`config.mk`:
```
export PLATFORM = sky130hd
export DESIGN_NAME = midi_poly_voice_allocator
export DESIGN_NICKNAME = d
export VERILOG_FILES = /design/src/rtl/midi_poly_voice_allocator.sv
export SDC_FILE = /design/constraint.sdc
export NUM_CORES = 1
export LEC_CHECK = 0
export ABC_AREA = 1
export CORE_MARGIN = 2
export CORE_UTILIZATION = 35
export DETAILED_ROUTE_END_ITERATION = 16
export PLACE_DENSITY_LB_ADDON = 0.3
export SETUP_SLACK_MARGIN = 0.02
export SLEW_MARGIN = 25
export SYNTH_ARGS = -nofsm -noshare
export SYNTH_HDL_FRONTEND = slang
export SYNTH_HIERARCHICAL = 1
export SYNTH_SLANG_ARGS = --single-unit
```
`constraint.sdc`:
```
create_clock -name clk -period 12 [get_ports clk]
set_clock_uncertainty 0.1 [all_clocks]
set_input_delay 3 -clock clk [delete_from_list [all_inputs] [get_ports clk]]
set_output_delay 3 -clock clk [all_outputs]
set_load 0.005 [all_outputs]
```
`src/rtl/midi_poly_voice_allocator.sv`:
```
`default_nettype none
// +----------------------------------------------------------------------------+
// | midi_poly_voice_allocator                                                  |
// | Polyphonic MIDI note-to-voice allocator: free-voice reuse, oldest-voice    |
// | stealing, per-voice DDS tuning word and ADSR key gate.                     |
// | Optional: `define SUSTAIN_PEDAL_EN enables CC64 sustain with held voices.  |
// | Contains tuning_code_lookup (note -> DDS tuning word at 48 kHz).           |
// | Revision: 1.0                                                              |
// +----------------------------------------------------------------------------+

module tuning_code_lookup #(
    parameter int TW_WIDTH = 32
) (
    input  logic [6:0]          note,
    output logic [TW_WIDTH-1:0] tuning_code
);
    logic [3:0]  octave;
    logic [3:0]  semitone;
    logic [3:0]  shamt;
    logic [31:0] base;

    // Top-octave words (notes 120..131); lower octaves are right shifts.
    always_comb begin
        octave   = 4'(note / 7'd12);
        semitone = 4'(note % 7'd12);
        shamt    = 4'd10 - octave;
        case (semitone)
            4'd0:    base = 32'd749115488;
            4'd1:    base = 32'd793660256;
            4'd2:    base = 32'd840853760;
            4'd3:    base = 32'd890853536;
            4'd4:    base = 32'd943826432;
            4'd5:    base = 32'd999949280;
            4'd6:    base = 32'd1059409376;
            4'd7:    base = 32'd1122405152;
            4'd8:    base = 32'd1189146848;
            4'd9:    base = 32'd1259857216;
            4'd10:   base = 32'd1334772224;
            default: base = 32'd1414141920;
        endcase
        tuning_code = TW_WIDTH'(base >> shamt);
    end
endmodule

module midi_poly_voice_allocator #(
    parameter int NUM_VOICES   = 4,
    parameter int TW_WIDTH     = 32,
    parameter int MIDI_CHANNEL = 0,
    parameter int OMNI         = 1
) (
    input  logic                           clk,
    input  logic                           reset,
    input  logic                           midi_byte_ready,
    input  logic [7:0]                     midi_byte0,
    input  logic [7:0]                     midi_byte1,
    input  logic [7:0]                     midi_byte2,
    output logic [NUM_VOICES*TW_WIDTH-1:0] dds_frequency,
    output logic [NUM_VOICES-1:0]          key_state,
    output logic [NUM_VOICES*7-1:0]        voice_note,
    output logic                           busy
);
    localparam int VIDX_W = (NUM_VOICES > 1) ? $clog2(NUM_VOICES) : 1;

    typedef enum logic [1:0] {
        S_IDLE   = 2'd0,
        S_LOOKUP = 2'd1,
        S_APPLY  = 2'd2
    } state_t;

    typedef enum logic [2:0] {
        A_NOP      = 3'd0,
        A_NOTE_ON  = 3'd1,
        A_NOTE_OFF = 3'd2,
        A_ALL_OFF  = 3'd3,
        A_SUS_ON   = 3'd4,
        A_SUS_OFF  = 3'd5
    } act_t;

    state_t                state_q;
    act_t                  act_q;
    act_t                  act_d;
    logic                  busy_q;
    logic [7:0]            byte0_q;
    logic [7:0]            byte1_q;
    logic [7:0]            byte2_q;
    logic [NUM_VOICES-1:0] key_q;
    logic [6:0]            note_q [NUM_VOICES];
    logic [TW_WIDTH-1:0]   tw_q   [NUM_VOICES];
    logic [7:0]            age_q  [NUM_VOICES];
`ifdef SUSTAIN_PEDAL_EN
    logic                  sustain_q;
    logic [NUM_VOICES-1:0] held_q;
`endif

    logic [6:0]          msg_note;
    logic [TW_WIDTH-1:0] lookup_tw;
    logic                chan_ok;

    assign msg_note = byte1_q[6:0];
    assign chan_ok  = (OMNI != 0) || (byte0_q[3:0] == 4'(MIDI_CHANNEL));

    tuning_code_lookup #(.TW_WIDTH(TW_WIDTH)) u_lookup (
        .note        (msg_note),
        .tuning_code (lookup_tw)
    );

    always_comb begin
        act_d = A_NOP;
        if (chan_ok) begin
            case (byte0_q[7:4])
                4'h9: act_d = (byte2_q != 8'd0) ? A_NOTE_ON : A_NOTE_OFF;
                4'h8: act_d = A_NOTE_OFF;
                4'hB: begin
                    if (byte1_q == 8'd123) begin
                        act_d = A_ALL_OFF;
                    end
`ifdef SUSTAIN_PEDAL_EN
                    else if (byte1_q == 8'd64) begin
                        act_d = (byte2_q >= 8'd64) ? A_SUS_ON : A_SUS_OFF;
                    end
`endif
                end
                default: act_d = A_NOP;
            endcase
        end
    end

    // Priority: retrigger same held note, else oldest free, else oldest active.
    logic              hit_found;
    logic              free_found;
    logic              old_found;
    logic [VIDX_W-1:0] hit_idx;
    logic [VIDX_W-1:0] free_idx;
    logic [VIDX_W-1:0] old_idx;
    logic [VIDX_W-1:0] sel_idx;
    logic [7:0]        free_age;
    logic [7:0]        old_age;

    always_comb begin
        hit_found  = 1'b0;
        free_found = 1'b0;
        old_found  = 1'b0;
        hit_idx    = '0;
        free_idx   = '0;
        old_idx    = '0;
        free_age   = '0;
        old_age    = '0;
        for (int v = 0; v < NUM_VOICES; v++) begin
            if (!hit_found && key_q[v] && (note_q[v] == msg_note)) begin
                hit_found = 1'b1;
                hit_idx   = VIDX_W'(v);
            end
            if (!key_q[v] && (!free_found || (age_q[v] > free_age))) begin
                free_found = 1'b1;
                free_idx   = VIDX_W'(v);
                free_age   = age_q[v];
            end
            if (key_q[v] && (!old_found || (age_q[v] > old_age))) begin
                old_found = 1'b1;
                old_idx   = VIDX_W'(v);
                old_age   = age_q[v];
            end
        end
        sel_idx = hit_found ? hit_idx : (free_found ? free_idx : old_idx);
    end

    always_ff @(posedge clk) begin
        if (reset) begin
            state_q <= S_IDLE;
            act_q   <= A_NOP;
            busy_q  <= 1'b0;
            byte0_q <= '0;
            byte1_q <= '0;
            byte2_q <= '0;
            key_q   <= '0;
            for (int v = 0; v < NUM_VOICES; v++) begin
                note_q[v] <= '0;
                tw_q[v]   <= '0;
                age_q[v]  <= '0;
            end
`ifdef SUSTAIN_PEDAL_EN
            sustain_q <= 1'b0;
            held_q    <= '0;
`endif
        end else begin
            case (state_q)
                S_IDLE: begin
                    if (midi_byte_ready) begin
                        byte0_q <= midi_byte0;
                        byte1_q <= midi_byte1;
                        byte2_q <= midi_byte2;
                        busy_q  <= 1'b1;
                        state_q <= S_LOOKUP;
                    end
                end
                S_LOOKUP: begin
                    act_q   <= act_d;
                    state_q <= S_APPLY;
                end
                S_APPLY: begin
                    busy_q  <= 1'b0;
                    state_q <= S_IDLE;
                    case (act_q)
                        A_NOTE_ON: begin
                            for (int v = 0; v < NUM_VOICES; v++) begin
                                if (sel_idx == VIDX_W'(v)) begin
                                    tw_q[v]   <= lookup_tw;
                                    note_q[v] <= msg_note;
                                    key_q[v]  <= 1'b1;
                                    age_q[v]  <= '0;
`ifdef SUSTAIN_PEDAL_EN
                                    held_q[v] <= 1'b0;
`endif
                                end else if (age_q[v] != 8'hFF) begin
                                    age_q[v] <= age_q[v] + 8'd1;
                                end
                            end
                        end
                        A_NOTE_OFF: begin
                            for (int v = 0; v < NUM_VOICES; v++) begin
                                if (key_q[v] && (note_q[v] == msg_note)) begin
`ifdef SUSTAIN_PEDAL_EN
                                    if (sustain_q) begin
                                        held_q[v] <= 1'b1;
                                    end else begin
                                        key_q[v] <= 1'b0;
                                    end
`else
                                    key_q[v] <= 1'b0;
`endif
                                end
                            end
                        end
                        A_ALL_OFF: begin
                            key_q <= '0;
`ifdef SUSTAIN_PEDAL_EN
                            held_q <= '0;
`endif
                        end
`ifdef SUSTAIN_PEDAL_EN
                        A_SUS_ON: sustain_q <= 1'b1;
                        A_SUS_OFF: begin
                            sustain_q <= 1'b0;
                            key_q     <= key_q & ~held_q;
                            held_q    <= '0;
                        end
`endif
                        default: ;
                    endcase
                end
                default: state_q <= S_IDLE;
            endcase
        end
    end

    generate
        for (genvar g = 0; g < NUM_VOICES; g++) begin : g_pack
            assign dds_frequency[g*TW_WIDTH +: TW_WIDTH] = tw_q[g];
            assign voice_note[g*7 +: 7]                  = note_q[g];
        end
    endgenerate

    assign key_state = key_q;
    // Busy already covers the strobe cycle so upstream sees it for the full window.
    assign busy = busy_q | ((state_q == S_IDLE) & midi_byte_ready);

endmodule
`default_nettype wire
```
## Word-level counts from Yosys, hierarchy flattened

Memory sizes are Yosys's and may differ from the RTL's.
Index checks and enable logic that the tools add are counted.

| storage, ports and cells | value |
|---|---|
| input bits | 27 |
| latch bits | 0 |
| output and inout bits | 161 |
| bits in read-only memories | 416 |
| bits in registers | 34 |
| memories | 4 |
| memory bits (writable) | 188 |

| cells by class | value |
|---|---|
| div/mod/pow operators | 2 |
| muxes and demuxes | 106 |
| $mul | 0 |
| magnitude comparators | 6 |
| bitwise operators | 18 |
| equal/unequal tests | 29 |
| add/subtract/negate cells | 5 |
| shift operators | 1 |
| reductions and logical operators | 44 |

Memory list:

| name | words | width | rd ports | clocked after memory_dff | wr ports | line | source |
|---|---|---|---|---|---|---|---|
| (name not given) | 16 | 26 | 1 | 0 | 0 | 27 | `case (semitone)` |
| tw_q | 4 | 32 | 4 | 0 | 4 | 88 | `logic [TW_WIDTH-1:0] tw_q [NUM_VOICES];` |
| age_q | 4 | 8 | 4 | 0 | 4 | 89 | `logic [7:0] age_q [NUM_VOICES];` |
| note_q | 4 | 7 | 4 | 0 | 4 | 87 | `logic [6:0] note_q [NUM_VOICES];` |

Operators by type and width:

| operator | count |
|---|---|
| $mux W32 | 4 |
| $mux W8 | 14 |
| $mux W1 | 69 |
| $gt A8 B8 Y1 | 6 |
| $add A8 B1 Y8 const B | 4 |
| $ne A8 B8 Y1 const B | 4 |
| $shr A32 B4 Y32 | 1 |
| $eq A7 B7 Y1 | 4 |
| $mux W7 | 4 |
| $mux W2 | 11 |
| $ne A2 B2 Y1 const B | 9 |
| $or A1 B1 Y1 | 17 |
| $logic_and A1 B1 Y1 | 16 |
| $reduce_and A4 Y1 | 4 |
| $eq A4 B4 Y1 const B | 3 |
| $pmux W4 S3 | 1 |
| $logic_not A1 Y1 | 11 |
| $pmux W3 S3 | 1 |
| $eq A8 B7 Y1 const B | 1 |
| $reduce_bool A8 Y1 | 1 |
| $div A7 B4 Y7 const B | 1 |
| $mod A7 B4 Y7 const B | 1 |
| $eq A2 B2 Y1 const B | 3 |
| $eq A3 B2 Y1 const B | 2 |
| 11 further kinds | 19 |

## Logic depth before layout (Yosys ltp)

An unclocked memory read counts as a cell.

| logic depth | value |
|---|---|
| depth after elaboration | 25 |
| depth in mapped cells | 48 |

## Hierarchy

The synthesis kept the hierarchy.

Modules (own cells, without submodules):

| module | times used | cells each | seq. area each (sq um) | area each (sq um) |
|---|---|---|---|---|
| midi_poly_voice_allocator | 1 | 1118 | 6226.0 | 10642.7 |
| tuning_code_lookup | 1 | 410 | 0.0 | 1910.6 |

## Least setup slack after synthesis

Ideal clock, no wire load.

| timing | value |
|---|---|
| path kind | reg-to-reg |
| start point | reg key_q[0], in the netlist key_state[0] |
| end point | mem note_q[1][0], enable pin |
| stages on the path, launching flop included | 34 |
| required time | 11.411 ns |
| setup slack | 4.220 ns |
| arrival | 7.191 ns |
| clock period less this slack | 7.780 ns |
| setup time | 0.489 ns |
| path through | dfxtp_1 -> clkbuf_1 -> nand2_1 -> ha_1 -> nand2_1 -> nor2_1 -> nand2_1 -> nand2_1 -> nand2_1 -> a21oi_1 -> inv_1 -> clkbuf_1 -> o21ai_0 -> ha_1 -> a21oi_1 -> nor2_1 -> nor2_1 -> nand2_1 -> nand2_1 -> nand2_1 -> nand2_1 -> clkbuf_1 -> o21ai_0 -> ha_1 -> nand2_1 -> nor2_1 -> nand4_1 -> a21oi_1 -> nand2_1 -> nand2_1 -> nand2_1 -> nand2_1 -> nand3_1 -> o21ai_0 |

RTL lines:

| what | line | source |
|---|---|---|
| from (decl) | 86 | `logic [NUM_VOICES-1:0] key_q;` |
| from (signal assigned) | 175 | `key_q <= '0;` |
| from (signal, indexed assignment) | 209 | `key_q[v] <= 1'b1;` |
| from (signal, indexed assignment) | 229 | `key_q[v] <= 1'b0;` |
| to (decl) | 87 |  |

## Final worst setup path

| timing | value |
|---|---|
| start point | in midi_byte_ready |
| end point | out busy |

| on the way | value |
|---|---|
| longest elaborated chain between the ends | 2 |

Ends and longest elaborated chain:

| what | line | source |
|---|---|---|
| from (decl) | 53 | `input logic midi_byte_ready,` |
| $and A1 B1 Y1 | 265 | `assign busy = busy_q \| ((state_q == S_IDLE) & midi_byte_ready);` |
| $or A1 B1 Y1 | 265 |  |
| to (decl) | 60 | `output logic busy` |

No other way between the ends.

==> impl_metrics.tcl <==
set metrics [dict create \
    status "completed" \
    maxSlewViolCount 0 \
    groute.usage.overall 0.1989 \
    synthCells 1528 \
    cts_resized 0 \
    yosys_warnings 6 \
    reg2reg_from "key_state[0]$_SDFFE_PP0P_" \
    layout-drive-gt1-share 0.06184 \
    path_class "input pin to output port" \
    r2r_cells 35 \
    r2r_end "age_q[2][5]$_SDFFCE_PN0P_" \
    drt_first_pass_iters 5 \
    antennaDiodeCount 0 \
    layout.nets 1780 \
    finalCriticalPeriod_ns 7.826 \
    worst_pin_slew_ns 0.6967 \
    die_y_um 193.4 \
    synth_area_um2 12550 \
    port_buffers 183 \
    max_cap_violations 0 \
    max_freq_mhz 127.8 \
    leakage_nw 6.588 \
    holdPathEnd "byte2_q[3]$_SDFFE_PP0P_" \
    hold_depth 2 \
    antenna_found_initial 0 \
    slew_headroom 0.5355 \
    cp_max_fo 38 \
    r2r_setup_slack_ns 5.15 \
    ys_ff_latch 217 \
    syn_avg_cell_area_um2 8.216 \
    grt_pass1_wl_um 59610 \
    cp_data_required_time_ns 8.90 \
    worstSetupEndpointType "output port" \
    die_w_um 193.4 \
    rows 69 \
    ys_types 42 \
    min_path_type "flip-flop to flip-flop" \
    grt_overflow 0 \
    clkLatencyLatePin_ns 0.54 \
    ir_worst_vdd_uv 90.73 \
    power_density_nw_per_um2 144.8 \
    avgViaCountPerCell 5.022 \
    hold_ws_ns 0.3531 \
    grt_setup_unrepaired "false" \
    hp-start "byte2_q[3]$_SDFFE_PP0P_" \
    fill_cells 3476 \
    cp.arrival_ns 4.73 \
    cts_setup_buffers 0 \
    start_util 0.3538 \
    dr_total_vias 10920 \
    cts.reportedPaths.clkPinSlew_ns 0.06 \
    drc_errors 0 \
    clockBufferDepth 3 \
    timing.final.crit_share 0.6522 \
    area_growth_pct 24.36 \
    die_area_um2 37400 \
    ys_seq_area_frac 0.4960 \
    final-setup-viol-count 0 \
    core_area_um2 35480 \
    syn_nets 1613 \
    cts_tree "yes" \
    finalPower_mw 2.261 \
    gp_congestion 0.9005 \
    final_hold_viol_count 0 \
    numCtsBuffers 26 \
    clock-sinks 217 \
    drt-initial-drc-count 973 \
    start_kind "input pin" \
    grt_max_degree 41 \
    hold_buffers 0 \
    htreeDepth 1 \
    wire_per_inst_um 17.17 \
    final_antenna_net_count 0 \
    root_buffer "clkbuf_16" \
    grt_pass1_vias 10630 \
    wl_um 37350 \
    dp.final_hpwl_um 26750 \
    pin_count 188 \
    fin_setup_tns_ns 0 \
]
==> where the power goes <==
group / total [mW] / switching, mW / internal (mW)
Clock: 0.771 / 0.319 / 0.452
Sequential: 0.871 / 0.0244 / 0.846
Combinational: 0.619 / 0.433 / 0.186
==> cell type report <==
class                           instances  area [µm²]  share of cell area
Sequential cell                       217        6226              0.3988
Multi-Input combinational cell       1093        5449              0.3490
Timing Repair Buffer                  196        1929              0.1236
Clock buffer                           31       690.7             0.04424
Inverter                              161       604.3             0.03871
Tap cell                              461       576.8             0.03695
Clock inverter                         16       135.1            0.008656
==> per-stage QoR <==
stage | cells | setup WS (ns) | instance area [µm²] | util
after CTS | 2175 | 4.162 | 15610 | 0.4400
after global routing | 2175 | 4.040 | 15610 | 0.4400
after floorplan | 1528 | 4.220 | 12550 | -
after detailed placement | 2128 | 4.169 | 14790 | 0.4167
final | 2175 | 4.174 | 15610 | 0.4400
after global placement | 2128 | 4.177 | 14790 | 0.4167
==> registers in the layout (all words and copies together) (netlist names) <==
name / cells
act_q: 2
byte2_q: 8
byte1_q: 8
tw_q: 128
byte0_q: 4
state_q: 2
age_q: 32
busy_q: 1
note_q: 28
key_state: 4
==> how the worst max path moves through the flow <==
stage | startpoint | to | slack, ns | depth (start not counted)
floorplan | key_state[0]$_SDFFE_PP0P_ | note_q[1][0]$_SDFFCE_PN0P_ | 4.22 | 33
global placement | midi_byte_ready | busy | 4.18 | 6
detailed placement | midi_byte_ready | busy | 4.17 | 6
CTS | midi_byte_ready | busy | 4.16 | 6
global route | midi_byte_ready | busy | 4.04 | 6
finish | midi_byte_ready | busy | 4.17 | 6
==> cell usage after synthesis, drive strengths merged <==
cell type	count	share of area
nand2	367	0.11
nor2	258	0.081
nand3	221	0.091
edfxtp	188	0.45
inv	159	0.048
o21ai	64	0.026
ha	58	0.058
a21oi	46	0.019
buf	39	0.019
dfxtp	29	0.046
nand4	19	0.0095
clkbuf	18	0.0055
xnor2	16	0.011
xor2	14	0.0098
nor3	5	0.0020
a21o	3	0.0018
nor4	3	0.0015
o21a	3	0.0018
and2	2	0.0010
clkinv	2	0.00060
nor3b	2	0.0012
o21bai	2	0.0012
a21boi	1	0.00060
a31oi	1	0.00050
a32oi	1	0.00070
and3	1	0.00050
conb	1	0.00030
nand3b	1	0.00060
nor4b	1	0.00070
o31a	1	0.00070
o31ai	1	0.00060
or2	1	0.00050
==> logic make-up after synthesis <==
| group | count (synthesis) | share of synthesized area |
|---|---|---|
| AOI/OAI and AO/OA | 123 | 0.05203 |
| DFF | 217 | 0.4960 |
| other | 1 | 0.0002987 |
| xor gates and xnor gates | 30 | 0.02093 |
| and+or+nand+nor | 881 | 0.3008 |
| buffers and inverters | 218 | 0.07216 |
| adders and majority gates | 58 | 0.05781 |
==> per-layer routing <==
layer  share of wire  GRT usage  wire (µm)
met4           0.028    0.06248       1047
met2            0.47     0.3306      17540
met1            0.46     0.2708      17070
met3           0.045    0.02406       1691
met5               0          0          0
==> critical path, stage by stage <==
cell and delay (ns):
clkdlybuf4s50_1 0.40, nand3_1 0.09, buf_4 0.32, inv_1 0.16
or2_2 0.30, clkdlybuf4s50_1 0.45
==> cell usage in the layout (no fill, tap or decap), drive strengths merged, types with 2 or more instances in the layout <==
| cell type | Yosys | layout |
|---|---|---|
| a21o | 3 | 3 |
| a21oi | 46 | 46 |
| and2 | 2 | 2 |
| buf | 39 | 13 |
| bufinv | 0 | 2 |
| clkbuf | 18 | 31 |
| clkdlybuf4s50 | 0 | 183 |
| clkinv | 2 | 13 |
| clkinvlp | 0 | 2 |
| dfxtp | 29 | 29 |
| edfxtp | 188 | 188 |
| ha | 58 | 58 |
| inv | 159 | 160 |
| nand2 | 367 | 367 |
| nand3 | 221 | 221 |
| nand4 | 19 | 19 |
| nor2 | 258 | 258 |
| nor3 | 5 | 5 |
| nor3b | 2 | 2 |
| nor4 | 3 | 3 |
| o21a | 3 | 3 |
| o21ai | 64 | 64 |
| o21bai | 2 | 2 |
| xnor2 | 16 | 16 |
| xor2 | 14 | 14 |
Power figures use the tool's default switching activity.
